[config.mk]
export PLATFORM = sky130hd
export DESIGN_NAME = fpsu_wb_sched
export DESIGN_NICKNAME = d
export VERILOG_FILES = /design/src/rtl/fpsu_wb_sched.sv
export SDC_FILE = /design/constraint.sdc
export NUM_CORES = 1
export LEC_CHECK = 0
export BUFFER_PORTS_ARGS = -buffer_cell sky130_fd_sc_hd__buf_2
export CAP_MARGIN = 20
export CELL_PAD_IN_SITES_DETAIL_PLACEMENT = 1
export CELL_PAD_IN_SITES_GLOBAL_PLACEMENT = 1
export CORE_MARGIN = 2
export CORE_UTILIZATION = 40
export CTS_CLUSTER_DIAMETER = 120
export DETAILED_ROUTE_END_ITERATION = 12
export HOLD_SLACK_MARGIN = 0.05
export PLACE_DENSITY = 0.7
export SETUP_SLACK_MARGIN = 0.15
export SYNTH_ARGS = -nofsm -noshare
export SYNTH_HDL_FRONTEND = slang
export SYNTH_SLANG_ARGS = --single-unit
[constraint.sdc]
create_clock -name clk -period 3.1 [get_ports clk]
set_input_delay 0.465 -clock clk [delete_from_list [all_inputs] [get_ports clk]]
set_output_delay 0.465 -clock clk [all_outputs]
set_load 0.01 [all_outputs]
[src/rtl/fpsu_wb_sched.sv]
// fpsu_wb_sched: grants FP add/sub issue only into free writeback slots; long ops share one round-robin stage
module fpsu_wb_sched #(
    parameter int LAT_SHORT = 3,
    parameter int LAT_LONG  = 5,
    parameter int DEPTH     = 8,
    parameter int TAG_W     = 9
) (
    input  logic               clk,
    input  logic               rst,
    input  logic               flush,
    input  logic [2:0]         req,
    input  logic [2:0]         req_long,
    input  logic [3*TAG_W-1:0] req_tag,
    output logic [2:0]         gnt,
    output logic [2:0]         wb_en,
    output logic [3*TAG_W-1:0] wb_tag,
    output logic [2:0]         busy
);
    localparam logic [DEPTH-1:0] S_BIT = DEPTH'(1) << (LAT_SHORT - 1);
    localparam logic [DEPTH-1:0] L_BIT = DEPTH'(1) << (LAT_LONG - 1);
    logic [2:0][DEPTH-1:0]            res_q, res_d;
    logic [2:0][DEPTH-1:0][TAG_W-1:0] tag_q, tag_d;
    logic [1:0]                       rr_q, rr_d, win;
    logic [2:0]                       s_gnt, l_elig, l_gnt, idx;
    logic                             found;

    always_comb begin
        s_gnt  = '0;
        l_elig = '0;
        l_gnt  = '0;
        found  = 1'b0;
        win    = rr_q;
        idx    = '0;
        for (int i = 0; i < 3; i++) begin
            s_gnt[i]  = req[i] & ~req_long[i] & ~res_q[i][LAT_SHORT] & ~flush;
            l_elig[i] = req[i] & req_long[i] & ~res_q[i][LAT_LONG] & ~flush;
        end
        // first eligible long request at or after rr_q wins the shared stage
        for (int i = 0; i < 3; i++) begin
            idx = {1'b0, rr_q} + 3'(i);
            idx = idx >= 3'd3 ? idx - 3'd3 : idx;
            if (!found && l_elig[idx[1:0]]) begin
                found           = 1'b1;
                l_gnt[idx[1:0]] = 1'b1;
                win             = idx[1:0];
            end
        end
        gnt  = s_gnt | l_gnt;
        rr_d = found ? (win == 2'd2 ? 2'd0 : win + 2'd1) : rr_q;
    end

    always_comb begin
        res_d  = '0;
        tag_d  = '0;
        wb_en  = '0;
        wb_tag = '0;
        busy   = '0;
        for (int p = 0; p < 3; p++) begin
            res_d[p] = (res_q[p] >> 1) | (gnt[p] ? (req_long[p] ? L_BIT : S_BIT) : '0);
            tag_d[p] = tag_q[p] >> TAG_W;
            if (gnt[p] && req_long[p]) tag_d[p][LAT_LONG-1] = req_tag[p*TAG_W +: TAG_W];
            if (gnt[p] && !req_long[p]) tag_d[p][LAT_SHORT-1] = req_tag[p*TAG_W +: TAG_W];
            res_d[p] = flush ? '0 : res_d[p];
            tag_d[p] = flush ? '0 : tag_d[p];
            wb_en[p] = res_q[p][0];
            busy[p]  = |res_q[p];
            wb_tag[p*TAG_W +: TAG_W] = tag_q[p][0];
        end
    end

    always_ff @(posedge clk) begin
        if (rst) begin
            res_q <= '0;
            tag_q <= '0;
            rr_q  <= '0;
        end else begin
            res_q <= res_d;
            tag_q <= tag_d;
            rr_q  <= rr_d;
        end
    end
endmodule

; ---- Word-level counts from Yosys, hierarchy flattened
; Cells that the tools add are included.
[totals]
register_bits = 242
latchBits = 0
mem_bits_rw = 0
mem_bits_ro = 0
input_bits = 36
output_inout_bits = 36
n_memories = 0
[op_classes]
addsub = 6
n_mul = 0
div = 0
magnitude_cmp = 9
eq_ne = 1
shift = 0
mux = 37
n_bitwise = 34
reduce_logical = 20
[op_table]
columns = cell, n
row1 = two-way mux 9 bit, 6
row2 = two-way mux 5 bit, 6
row3 = OR reduction 8 bit, 3
row4 = OR 7 x 5 -> 7 bit, 3
row5 = bitwise AND 1 bit, 18
row6 = two-way mux 2 bit, 7
row7 = logical AND 1 bit, 11
row8 = NOT 1 bit, 10
row9 = less-than comparator 2 x 3 -> 1 bit (second input constant), 3
row10 = two-way mux 1 bit, 9
row11 = two-way mux 3 bit, 3
row12 = OR 3 bit, 3
row13 = binary-select mux 1 bit (select 2 bit), 3
row14 = demux 1 bit (select 2 bit), 3
row15 = >= comparator 2 x 1 -> 1 bit (second input constant), 3
row16 = >= comparator 3 x 2 -> 1 bit (second input constant), 2
row17 = subtractor 2 bit (second input constant), 3
row18 = zero test 1 bit, 5
row19 = adder 2 x 1 -> 3 bit (second input constant), 1
row20 = adder 2 x 2 -> 3 bit (second input constant), 1
row21 = adder 2 x 1 -> 2 bit (second input constant), 1
row22 = == test 2 bit (second input constant), 1
row23 = >= comparator 2 bit (second input constant), 1
row24 = OR reduction 2 bit, 1

; ---- Logic depth before layout (Yosys ltp)
[logic_depth]
depth_word = 15
mapped_depth = 10
ltp_nobuf = 8

; ---- Worst setup path before layout
; OpenSTA, ideal clock, no wires.
[synth_path]
path_kind = flip-flop to output port
start = reg rr_q[0]
end = out gnt[0]
arrival_ns = 1.856
t_required_ns = 2.635
slack_ns = 0.779
stages_incl_launch_ff = 10
path_buffers = 2
path_cell_list = dfxtp_1 > inv_1 > ha_1 > buf_2 > nand4b_1 > nor4_4 > o21ai_1 > nand3_1 > buf_2 > or2_1
[synth_via]
elab_chain_cells = 12
[synth_lines]
columns = element, line
row1 = from (decl), 23  ; logic [1:0] rr_q, rr_d, win;
row2 = from (signal assigned), 79  ; rr_q <= rr_d;
row3 = "adder 2 x 1 -> 3 bit, or another cell as far along", 40  ; idx = {1'b0, rr_q} + 3'(i);
row4 = ">= comparator 3 x 2 -> 1 bit, or another cell as far along", 41  ; idx = idx >= 3'd3 ? idx - 3'd3 : idx;
row5 = "two-way mux 2 bit, or another cell as far along", 41
row6 = "less-than comparator 2 x 3 -> 1 bit (implied by the code), or another cell as far along", 44  ; l_gnt[idx[1:0]] = 1'b1;
row7 = "logical AND 1 bit (implied by the code), or another cell as far along", 44
row8 = "two-way mux 1 bit (implied by the code), or another cell as far along", 44
row9 = "demux 1 bit (select 2 bit), or another cell as far along", 44
row10 = OR 3 bit (no source line) / two-way mux 1 bit (equally long branches), n/a
row11 = two-way mux 3 bit / zero test 1 bit (equally long branches), 42  ; if (!found && l_elig[idx[1:0]]) begin
row12 = OR 3 bit (no source line) / logical AND 1 bit (equally long branches), n/a
row13 = two-way mux 3 bit *, 42
row14 = OR 3 bit *, 48  ; gnt = s_gnt | l_gnt;
row15 = to (decl), 14  ; output logic [2:0] gnt,
; Every way passes the cells marked *; elsewhere a longest branch is shown, timed or not. The select of a mux whose other input is x is not followed.

; ---- Final worst setup path
[layout_path]
start = reg rr_q[1]
end = out gnt[0]
; Same word-level chain as after synthesis.

==> summary.md <==
The flow ran to the end, and the final reports show no timing, DRC or antenna violations. Dividing the detail-routed via count by the number of cells gives 4.83. TritonCTS built the clock tree. The cell count after synthesis came out at 545. The number of nets at the end of the flow is 624.

Clock-pin slew was measured on the worst setup and hold paths at 0.06 ns. The tools report the register-to-register setup slack as 0.70 ns. The proportion of layout cells with a drive suffix above 1 was 20.9%.

The leading register cell type out of synthesis is sky130_fd_sc_hd__dfxtp_1. The tools report the clock network latency to the later pin of the worst-skew pair as 0.42 ns. After filler insertion, the fill cell instance count of the layout stands at 1508. The clock passes through at most 2 buffers. For this run, asynchronously set or reset flops after synthesis account for 0%.

Across every metal layer, demand over resource in global routing totals 16.7%. In the final routed layout, each cell accounts on average for 14.7 µm. The synthesized design contains 152 register bits. The worst setup path is launched from a register. Setup repair after global routing left no endpoint under its margin. The tools report the remaining antenna violation count as 0.

The final critical-path share of the clock period came out at 90.3%. The cell family contributing the most delay on the critical path is simple AND/OR/NAND/NOR gates. The count of pins over their slew limit was 0; the die extent in y was 121 µm. The number of core rows came out at 42.

The commonest non-fill, non-tap cell in the layout was sky130_fd_sc_hd__dfxtp_1. The worst-case reg-to-reg path depth was 9. The actual slew at the worst max-slew pin was 0.542 ns. The peak supply drop came out at 312 µV. In the final layout, the multi-input gates occupy 0.00207 mm². The global placement routability congestion was 0.804. The critical path class was reg2out.

The detailed router's first-iteration violation count is 191, and the number of hold violations in the final report is 0. The first global-routing pass estimated 18900 µm of wire. Traced cell by cell, the critical path runs through inv_1, ha_1, nor3_1, a21oi_2, o21a_1, or2_1, buf_2.

For the number of buffers created by CTS, the log shows 17. The logs give 11300 µm for the total detailed-routing wirelength and 0.00703 ns for the setup clock skew after layout. Leaving out fill and tap cells, the most frequent cells in the layout are 151 x sky130_fd_sc_hd__dfxtp_1, 117 x sky130_fd_sc_hd__and2_1, 71 x sky130_fd_sc_hd__buf_2, 41 x sky130_fd_sc_hd__nand2_1, 22 x sky130_fd_sc_hd__nand3_1. A synthesized cell averages 10.1 µm². Counting flops with a built-in enable in the synthesized netlist gives 0.

The initial utilization of the core area, before any placement, comes to 41.3%. Derived from the worst setup path, the maximum achievable clock frequency is 357 MHz. For the finished layout, the period the worst path requires is 2.80 ns. Power spread over the standard cell area amounts to 669 mW/mm². After detailed placement, the total cell area comes to 0.00576 mm². The number of optimization iterations in the first detailed-route pass came out at 4.

The number of antenna diodes in the final layout is 0. After routing the design area is 0.00638 mm². The run gives 69 as the pin count of the biggest net entering global routing. The total number of H-tree levels is 4, and the biggest fanout along the worst timing path is 6.

The total clock sinks was 152; the number of setup violations in the final report was 0. The tools report the hold buffer count at cts as 0. The total overflow left after global routing is 0. Worst setup path startpoint: rr_q[1]. The Yosys step of the flow raised 0 warnings. In this run the cell area of the synthesized design comes to 0.00549 mm².

The width of the die is 121 µm. In this run the standard cell core region covers 0.0133 mm². Buffer type at the clock tree root: sky130_fd_sc_hd__clkbuf_16.

Max-cap violations in this run came to 0. The count of buffers added on input and output ports is 71. After detailed routing, the number of remaining DRC violations is 0. The number of top-level design ports is 72. The worst relative slew slack is 63.9%, and the instance count along the most critical hold path is 2. Detailed placement ended at an HPWL of 7500 µm. Summed over all cells, the static leakage comes to 2.74 nW. For the worst setup path, the data required time is 2.63 ns. The initial antenna violation count is 0. Area growth from synthesis to final layout: 16.3%. The capture instance of the worst register-to-register path was tag_q[98].

After synthesis, the netlist uses 52 different library cells. The path category of the worst min-delay check was in2reg. The setup TNS was 0 ns. The worst setup path is captured at an output port.

Together, buffers and inverters on the worst path number 2. The overall die area is 0.0147 mm², and the number of global-route vias before repair is 3828. The worst hold path terminates at tag_q[39]. The endpoint arrival time on the critical path was 2.33 ns.

In this run the critical register-to-register path is launched from rr_q[1]. The worst hold path begins at req_tag[3]. Worst-path cell with the longest stage delay: sky130_fd_sc_hd__nor3_1.

In the final layout, flip-flops and latches occupy 0.00304 mm². The routed layout has 3732 vias. The critical path crosses 7 cells after its start point.

The largest single stage delay on the critical path is 0.47 ns. Of the synthesized area, sequential elements account for 55.5%. Synthesis produced a netlist with a net count of 585.
state kept, by name, summed over array words and instances, names as in the netlist:
signal / count
rr_q: 2
wb_tag: 27
wb_en: 3
tag_q: 108
res_q: 12
cells by family (layout without fill, tap and decap cells):
family                   Yosys count  after routing  share of synthesized area (%)
AND/OR/NAND/NOR                  250            250                           26.6
flip-flops                       152            152                           55.5
buffers and inverters             70            122                           7.34
AO/OA/AOI/OAI                     59             59                           7.80
multiplexers                       9              9                           1.64
adder cells (fa/ha/maj)            5              5                           1.09
worst max path at each step:
stage / endpoint / slack [ns]
6_report: gnt[0] / 0.30
5_1_grt: gnt[0] / 0.16
4_1_cts: gnt[0] / 0.20
3_5_place_dp: tag_q[98] / 0.35
3_3_place_gp: gnt[0] / 0.44
2_1_floorplan: gnt[0] / 0.78
worst reg2reg max path: cells and delay by family, from the launching register on:
kind,cells,cell delay (ns)
adders and majority gates,1,0.26
buffers and inverters,2,0.33
and+or+nand+nor,2,0.16
DFF,1,0.41
muxes,1,0.24
AOI/OAI and AO/OA,3,0.87
power breakdown:
group / total (W) / internal, W / switching (W)
combinational: 0.000268 / 0.000101 / 0.000167
clock: 0.00202 / 0.00121 / 0.000807
sequential: 0.00198 / 0.00197 / 0.00000719
timing repair:
| item | 4_1_cts | 5_1_grt |
|---|---|---|
| endpoints found under the hold margin | 0 | 0 |
| resized for setup | 2 | 2 |
| setup buffers | 2 | 0 |
| setup endpoints to repair | 3 | 2 |
| pin swaps | 1 | 1 |
stage by stage:
step | cells | hold slack, ns | util (%) | setup WS (ns) | power (W)
after floorplan | 545 | 0.406 | - | 0.779 | 0.00219
after global placement | 739 | 0.407 | 43.3 | 0.439 | 0.00228
after detailed placement | 739 | 0.413 | 43.3 | 0.353 | 0.00228
after CTS | 773 | 0.240 | 47.9 | 0.199 | 0.00432
after global routing | 773 | 0.243 | 48.0 | 0.160 | 0.00443
final | 773 | 0.259 | 48.0 | 0.300 | 0.00427
synth_stat cells, drive strengths merged (2+ instances only):
cell     number  area, µm²
nand3        22        110
nor3b         9       67.6
nor4          3       33.8
a32oi         9       78.8
nand4b        2       17.5
a211oi        2       15.0
dfxtp       152       3040
and2        117        732
ha            4       50.1
nor3          5       25.0
a21oi        12       71.3
nand2        41        154
a31oi         3       18.8
clkbuf       20       75.1
nand4         2       12.5
and3b         4       35.0
nor2         18       67.6
buf          41        294
or3          10       67.6
o211ai        3       22.5
o21ai        16       80.1
nand4bb       2       22.5
mux2i         9       90.1
nand2b        3       18.8
o21a          2       15.0
inv           9       33.8
a22o          3       26.3
or2           2       12.5
nand3b        5       37.5
layout make-up:
class                           instances  area share [%]
Sequential cell                       152            47.7
Multi-Input combinational cell        323            32.4
Clock buffer                           19            6.94
Timing Repair Buffer                   81            6.75
Tap cell                              176            3.45
Clock inverter                         13            2.25
Inverter                                9           0.529
per-layer routing:
metal	wire (µm)	GRT usage (%)
met1	5060	20.1
met2	5650	27.9
met3	470	4.70
met4	156	6.98
met5	0	0
(Power assumes the default switching activity.)
